`src/rtl/pin_scan_announcer.sv`:
```
// Pin-scan sequencer: selects one BGA ball at a time and announces its name as an ASCII
// line over a four-phase UART handshake. Define PIN_SCAN_IDX_PREFIX_EN to prefix "NN:".
module pin_scan_announcer #(
   parameter int                       NUM_PINS     = 8,
   parameter int                       DWELL_CYCLES = 25000000,
   parameter logic [NUM_PINS*10-1:0]   BALL_TABLE   = '0
) (
   input  logic                clk_i,
   input  logic                rst_ni,
   input  logic                enable_i,
   output logic [NUM_PINS-1:0] pin_sel_o,
   output logic [6:0]          pin_idx_o,
   output logic                busy_o,
   output logic [7:0]          tx_byte_o,
   output logic                tx_send_o,
   input  logic                tx_ack_i
);

   localparam int             CNT_W      = $clog2(DWELL_CYCLES);
   localparam logic [CNT_W-1:0] DWELL_LAST = CNT_W'(DWELL_CYCLES - 1);
   localparam logic [6:0]     IDX_LAST   = 7'(NUM_PINS - 1);
`ifdef PIN_SCAN_IDX_PREFIX_EN
   localparam int             PRE        = 3;
`else
   localparam int             PRE        = 0;
`endif

   typedef enum logic [2:0] {
      IDLE, SELECT, LOAD, REQ, WAIT_ACK, WAIT_REL, DWELL
   } state_t;

   state_t                 state, state_nxt;
   logic                   ack_meta, ack_sync;
   logic [CNT_W-1:0]       dwell_cnt;
   logic                   dwell_over;
   logic [2:0]             byte_cnt;
   logic                   msg_done;
   logic [NUM_PINS*10-1:0] table_shift;
   logic [4:0]             row, col;
   logic [7:0]             msg [0:7];
   logic [2:0]             last_pos;
   logic [NUM_PINS-1:0]    onehot;

   function automatic logic [7:0] ascii_digit(input logic [3:0] d);
      return 8'h30 + {4'h0, d};
   endfunction

   assign dwell_over = (dwell_cnt == DWELL_LAST);

   // Whole line for the current ball, rebuilt combinationally from the table entry.
   always_comb begin
      table_shift = BALL_TABLE >> (10 * pin_idx_o);
      row         = table_shift[9:5];
      col         = table_shift[4:0];
      for (int k = 0; k < 8; k++) msg[k] = 8'h00;
`ifdef PIN_SCAN_IDX_PREFIX_EN
      msg[0] = ascii_digit(4'(pin_idx_o / 7'd10));
      msg[1] = ascii_digit(4'(pin_idx_o % 7'd10));
      msg[2] = 8'h3A;
`endif
      msg[PRE] = (row >= 5'd1 && row <= 5'd26) ? (8'h40 + {3'b000, row}) : 8'h3F;
      if (col == 5'd0) begin
         msg[PRE+1] = 8'h3F;
         msg[PRE+2] = 8'h0D;
         msg[PRE+3] = 8'h0A;
         last_pos   = 3'(PRE + 3);
      end else if (col < 5'd10) begin
         msg[PRE+1] = ascii_digit(4'(col));
         msg[PRE+2] = 8'h0D;
         msg[PRE+3] = 8'h0A;
         last_pos   = 3'(PRE + 3);
      end else begin
         msg[PRE+1] = ascii_digit(4'(col / 5'd10));
         msg[PRE+2] = ascii_digit(4'(col % 5'd10));
         msg[PRE+3] = 8'h0D;
         msg[PRE+4] = 8'h0A;
         last_pos   = 3'(PRE + 4);
      end
   end

   always_comb begin
      onehot = '0;
      for (int k = 0; k < NUM_PINS; k++) onehot[k] = (pin_idx_o == 7'(k));
   end

   always_ff @(posedge clk_i or negedge rst_ni) begin
      if (!rst_ni) state <= IDLE;
      else         state <= state_nxt;
   end

   always_comb begin
      state_nxt = state;
      case (state)
         IDLE:     if (enable_i) state_nxt = SELECT;
         SELECT:   state_nxt = LOAD;
         LOAD:     state_nxt = msg_done ? DWELL : REQ;
         // A stale ack left over from before a reset must clear before a new request.
         REQ:      if (!ack_sync) state_nxt = WAIT_ACK;
         WAIT_ACK: if (ack_sync) state_nxt = WAIT_REL;
         WAIT_REL: if (!ack_sync) state_nxt = LOAD;
         DWELL:    if (dwell_over) state_nxt = enable_i ? SELECT : IDLE;
         default:  state_nxt = IDLE;
      endcase
   end

   always_ff @(posedge clk_i or negedge rst_ni) begin
      if (!rst_ni) begin
         ack_meta  <= 1'b0;
         ack_sync  <= 1'b0;
         dwell_cnt <= '0;
         byte_cnt  <= '0;
         msg_done  <= 1'b0;
         pin_sel_o <= '0;
         pin_idx_o <= '0;
         busy_o    <= 1'b0;
         tx_byte_o <= 8'h00;
         tx_send_o <= 1'b0;
      end else begin
         ack_meta <= tx_ack_i;
         ack_sync <= ack_meta;
         if (!dwell_over) dwell_cnt <= dwell_cnt + CNT_W'(1);
         case (state)
            SELECT: begin
               pin_sel_o <= onehot;
               busy_o    <= 1'b1;
               dwell_cnt <= '0;
               byte_cnt  <= '0;
               msg_done  <= 1'b0;
            end
            // msg_done flags the final byte so a full 8-byte line survives the 3-bit counter wrap.
            LOAD: if (!msg_done) begin
               tx_byte_o <= msg[byte_cnt];
               byte_cnt  <= byte_cnt + 3'd1;
               msg_done  <= (byte_cnt == last_pos);
            end
            REQ:      if (!ack_sync) tx_send_o <= 1'b1;
            WAIT_ACK: if (ack_sync) tx_send_o <= 1'b0;
            DWELL: if (dwell_over) begin
               if (enable_i) begin
                  pin_idx_o <= (pin_idx_o == IDX_LAST) ? 7'd0 : pin_idx_o + 7'd1;
               end else begin
                  pin_idx_o <= 7'd0;
                  pin_sel_o <= '0;
                  busy_o    <= 1'b0;
               end
            end
            default: ;
         endcase
      end
   end

endmodule

```
`config.mk`:
```
export PLATFORM = sky130hd
export DESIGN_NAME = pin_scan_announcer
export DESIGN_NICKNAME = d
export VERILOG_FILES = /design/src/rtl/pin_scan_announcer.sv
export SDC_FILE = /design/constraint.sdc
export NUM_CORES = 1
export LEC_CHECK = 0
export ABC_CLOCK_PERIOD_IN_PS = 2500
export CORE_AREA = 5 5 79 81
export DETAILED_ROUTE_END_ITERATION = 16
export DIE_AREA = 0 0 84 86
export GPL_ROUTABILITY_DRIVEN = 0
export PLACE_DENSITY = 0.77
export SLEW_MARGIN = 20
export SYNTH_ARGS = -nofsm -noshare
export SYNTH_HDL_FRONTEND = slang
export SYNTH_SLANG_ARGS = --single-unit
```
`constraint.sdc`:
```
create_clock -name clk_i -period 2.5 [get_ports clk_i]
set_input_delay 0.375 -clock clk_i [delete_from_list [all_inputs] [get_ports clk_i]]
set_output_delay 0.375 -clock clk_i [all_outputs]
set_load 0.02 [all_outputs]
```
# [Word-level counts from Yosys, hierarchy flattened]
# Index checks and enable logic that the tools add are counted.
[totals] input_bits=4 wordCells=99 output_inout_bits=25 regBits=59
[op_classes] multipliers=1 shifts=1 n_div=2 n_eq_ne=23 magnitude_cmp=4 add_sub_neg=7 reduce_logical=13 mux=35 n_bitwise=2
[op_table] cell="two-way mux 25 bit" n=2
[op_table] cell="two-way mux 23 bit" n=2
[op_table] cell="two-way mux 8 bit" n=5
[op_table] cell="equality test 7 x 3 -> 1 bit (second input constant)" n=4
[op_table] cell="two-way mux 3 bit" n=9
[op_table] cell="adder 25 x 1 -> 25 bit (second input constant)" n=1
[op_table] cell="equality test 25 bit (second input constant)" n=1
[op_table] cell="binary-select mux 8 bit (select 3 bit)" n=1
[op_table] cell="adder 6 x 4 -> 7 bit (first input constant)" n=3
[op_table] cell="one-hot mux 3 bit (7 select lines)" n=1
[op_table] cell="one-hot mux 8 bit (2 select lines)" n=1
[op_table] cell="equality test 7 x 2 -> 1 bit (second input constant)" n=2
[op_table] cell="two-way mux 7 bit" n=2
[op_table] cell="!= test 2 bit (second input constant)" n=7
[op_table] cell=">> shifter 1 x 11 -> 10 bit (first input constant)" n=1
[op_table] cell="multiplier 3 x 7 -> 10 bit (first input constant)" n=1
[op_table] cell="equality test 3 bit (second input constant)" n=3
[op_table] cell="adder 7 x 5 -> 8 bit (first input constant)" n=1
[op_table] cell="two-way mux 4 bit" n=2
[op_table] cell="adder 7 x 1 -> 7 bit (second input constant)" n=1
[op_table] cell="equality test 7 x 1 -> 1 bit (second input constant)" n=1
[op_table] cell="logical NOT 7 bit" n=1
[op_table] cell="equality test 3 x 2 -> 1 bit (second input constant)" n=2
[op_table] cell="two-way mux 1 bit" n=6
[op_table] cell="other kinds (21)" n=28

# [Logic depth before layout (Yosys ltp)]
[logic_depth] ltp_word=9 depth_mapped=6 depth_no_buf=5

# [Worst setup path after synthesis]
# OpenSTA, ideal clock, no wires.
[synth_timing] path_type="register -> register" from="register dwell_cnt[8]" to="register pin_sel_o[5]" path_buffers=1 stages_incl_launch_ff=6 period_less_slack_ns=1.932 setup_time_ns=0.121 slack_ns=0.568 t_arrival_ns=1.811 required_time_ns=2.379 cell_sequence="dfrtp_1 -> buf_6 -> or4b_4 -> nor4_4 -> nand4_4 -> a32o_2"
[synth_via] elab_chain_cells=3
[synth_lines] item="from (decl)" line_no="34" text="logic [CNT_W-1:0] dwell_cnt;"
[synth_lines] item="from (signal assigned)" line_no="121" text="if (!dwell_over) dwell_cnt <= dwell_cnt + CNT_W'(1);"
[synth_lines] item="equality test 25 bit" line_no="48" text="assign dwell_over = (dwell_cnt == DWELL_LAST);"
[synth_lines] item="!= test 2 bit (no line)"
[synth_lines] item="AND reduction 3 bit (no line)"
[synth_lines] item="to (signal assigned)" line_no="124" text="pin_sel_o <= onehot;"
[synth_lines] item="to (decl)" line_no="11" text="output logic [NUM_PINS-1:0] pin_sel_o,"
# Every way passes these cells.
# A chain may end at the register's enable or synchronous reset.

# [Worst setup path after layout]
[layout_timing] from="register dwell_cnt[0]" to="register pin_idx_o[1]"
[layout_via] elab_chain_cells=2
[layout_lines] item="equality test 25 bit" line_no="48"
[layout_lines] item="AND reduction 2 bit (no line)"
[layout_lines] item="to (signal assigned)" line_no="140" text="pin_idx_o <= (pin_idx_o == IDX_LAST) ? 7'd0 : pin_idx_o + 7'd1;"
[layout_lines] item="to (decl)" line_no="12" text="output logic [6:0] pin_idx_o,"
# Every way passes these cells.

==> impl_metrics.tcl <==
set metrics [dict create \
    tritoncts "done" \
    drt-initial-drc-count 170 \
    initial_core_util 0.556 \
    p_total_w 0.00252 \
    ios 29 \
    crit_family "simple AND/OR/NAND/NOR gates" \
    viasPerCell 6.08 \
    core.rowCount 27 \
    nNetsFinal 334 \
    vdd_drop_max_v 0.000531 \
    cts_setup_buffers 0 \
    grt_pass1_vias 2284 \
    cts_max_level 2 \
    finalInstanceArea_mm2 0.00340 \
    placed_cells 386 \
    crit_type "reg -> reg" \
    hold_viol_final 0 \
    grt_antenna_before_repair 0 \
    worstMarginPinSlew_ns 0.709 \
    portBuffers 26 \
    clk_latency_ns 0.32 \
    synthesis.area_mm2 0.00301 \
    synthDominantCellAreaShare 0.458 \
    crit_fanout 5 \
    placed_cell_area_mm2 0.00328 \
    skew_ns 0.0102 \
    holdBufCountCts 0 \
    grt_pass1_wl_um 11100 \
    die_h_um 86 \
    die_area_mm2 0.00722 \
    worstHoldPathType "in -> async" \
    maxClockFrequency_mhz 467 \
    required_ns 2.74 \
    reg2reg_slack_ns 0.36 \
    layout.cells.non_filler 394 \
    yosysTopAreaCell "dfrtp_1" \
    cp-end-kind "flip-flop" \
    yosysUniqueCellTypes 60 \
    post_cts_resized 0 \
    async_flop_share 1.00 \
    totalWireLength_um 6490 \
    setup_slack_ns 0.358 \
    cts_buffer_depth 2 \
    grt_overflow_total 0 \
    vias 2396 \
    fin_crit_ns 2.14 \
    startpoint_type "flip-flop" \
    cp_slowest_cell "or4_1" \
    drtAntennaViolNets 0 \
    cts_sinks 55 \
    setup_viol 0 \
    grt_usage 0.188 \
    cp_slowest_stage_delay_ns 0.66 \
    critical_path_buf_inv_count 0 \
    slew_viol_final 0 \
    first_pass_iters 4 \
    ys_ff_latch 55 \
    cts_root_buf "clkbuf_8" \
    synthesis.yosys.warnings 0 \
    synthTopCellsByArea "dfrtp_1 (46%), ha_1 (3.7%), nand2_1 (3.4%)" \
    rsz0062_at_grt "false" \
    place_hpwl_um 4480 \
    pre_cts_ws_ns 0.369 \
    ys_seq_area_frac 0.458 \
    core_area_mm2 0.00541 \
    period_share 0.857 \
    diodes 0 \
    synth_ff_type "dfrtp_1" \
    grt_max_degree 56 \
    numCtsBuffers 5 \
    synth_most_common_cell "dfrtp_1" \
    finalSetupTns_ns 0 \
    postSynthCellCount 300 \
    synth_edf_count 0 \
    drcViolationCount 0 \
    status "complete, no violations" \
    slew-limit-headroom 0.528 \
    cap_violations 0 \
    clk_pin_slew_ns 0.11 \
    p_leak_nw 1.40 \
    powerDensity_mw_per_mm2 741 \
    synth_commonest_cells "dfrtp_1 (55), nand2_1 (27), a21oi_1 (19), o21ai_0 (19), nand3_1 (14)" \
    drive_gt1_frac 0.0963 \
    die_x_um 84 \
    cp_cell_sequence "ha_1, nand3_1, or4_1, nor3_2, mux2i_1" \
    syn_area_per_cell_um2 10.0 \
    area_growth_pct 12.9 \
    wire_per_inst_um 16.5 \
    crit_arrival_ns 2.39 \
]
-- logic make-up (layout without fill, tap and decap cells) --
logic type                 after synthesis  after routing  synth area share
AOI/OAI and AO/OA                       77             77             0.174
and+or+nand+nor                        117            117             0.243
xor gates and xnor gates                 6              6            0.0175
adders and majority gates                9              9            0.0375
buffers and inverters                   29             50            0.0491
DFF                                     55             55             0.458
other                                    1              2           0.00125
muxes                                    6              6            0.0204
-- worst paths after layout --
check / start / end / cells past startpoint
max in group asynchronous: rst_ni / dwell_cnt[12] / 2
setup reg to reg: dwell_cnt[0] / pin_idx_o[1] / 5
hold / removal: rst_ni / tx_byte_o[3] / 2
setup / recovery: dwell_cnt[0] / pin_idx_o[1] / 5
min in group clk_i: ack_meta / ack_sync / 0
hold reg to reg: ack_meta / ack_sync / 0
-- state kept, by name, indices dropped and copies added, names as in the netlist --
name	cells
msg_done	1
tx_byte_o	4
pin_sel_o	8
byte_cnt	3
tx_send_o	1
ack_sync	1
pin_idx_o	7
busy_o	1
state	3
dwell_cnt	25
ack_meta	1
-- placed cells by master (no fill, tap or decap), types with 2 or more instances in the layout --
master / synthesis / routed
a32o_1: 4 / 4
clkbuf_8: 0 / 5
mux2i_1: 5 / 5
nor3_1: 3 / 3
xor2_1: 5 / 5
or2_2: 4 / 4
and4_1: 5 / 5
dfrtp_1: 55 / 55
o31ai_1: 11 / 11
nand3b_1: 4 / 4
nor2b_1: 4 / 4
nor4bb_1: 2 / 2
nor2_1: 13 / 13
a21oi_1: 19 / 19
inv_1: 13 / 13
ha_1: 9 / 9
nor4_4: 2 / 2
clkdlybuf4s50_1: 0 / 25
nand2_1: 27 / 27
or4_1: 9 / 9
nor4_1: 3 / 3
a2111o_1: 2 / 2
or3_1: 4 / 4
o21ai_0: 19 / 19
a32o_2: 3 / 3
buf_4: 4 / 3
nand4_1: 7 / 7
and3_1: 2 / 2
nand3_1: 14 / 14
a21boi_0: 2 / 2
a31oi_1: 5 / 5
and2_1: 3 / 3
conb_1: 1 / 2
-- per-layer routing --
metal	global-route usage	wire length, um
met4	0.0512	60
met3	0.0423	267
met2	0.309	3090
met5	0	0
met1	0.253	3070
-- area by class of cell --
type / count / area (um^2)
Inverter: 13 / 48.8
Clock inverter: 3 / 47.5
Sequential cell: 55 / 1380
Fill cell: 448 / 2010
Clock buffer: 5 / 68.8
Multi-Input combinational cell: 217 / 1490
Tap cell: 72 / 90.1
Timing Repair Buffer: 29 / 278
-- through the flow --
step	hold WS, ns	util
after floorplan	0.0794	-
after global placement	0.335	0.607
after detailed placement	0.346	0.607
after CTS	0.201	0.628
after global routing	0.241	0.628
final	0.177	0.628
-- where the power goes --
part / leakage (nW) / internal, W / switching (W) / total, W
sequential: 0.703 / 0.00104 / 0.000195 / 0.00123
clock: 0.0587 / 0.000304 / 0.000317 / 0.000621
combinational: 0.638 / 0.000297 / 0.000370 / 0.000666
(Power assumes the default switching activity.)
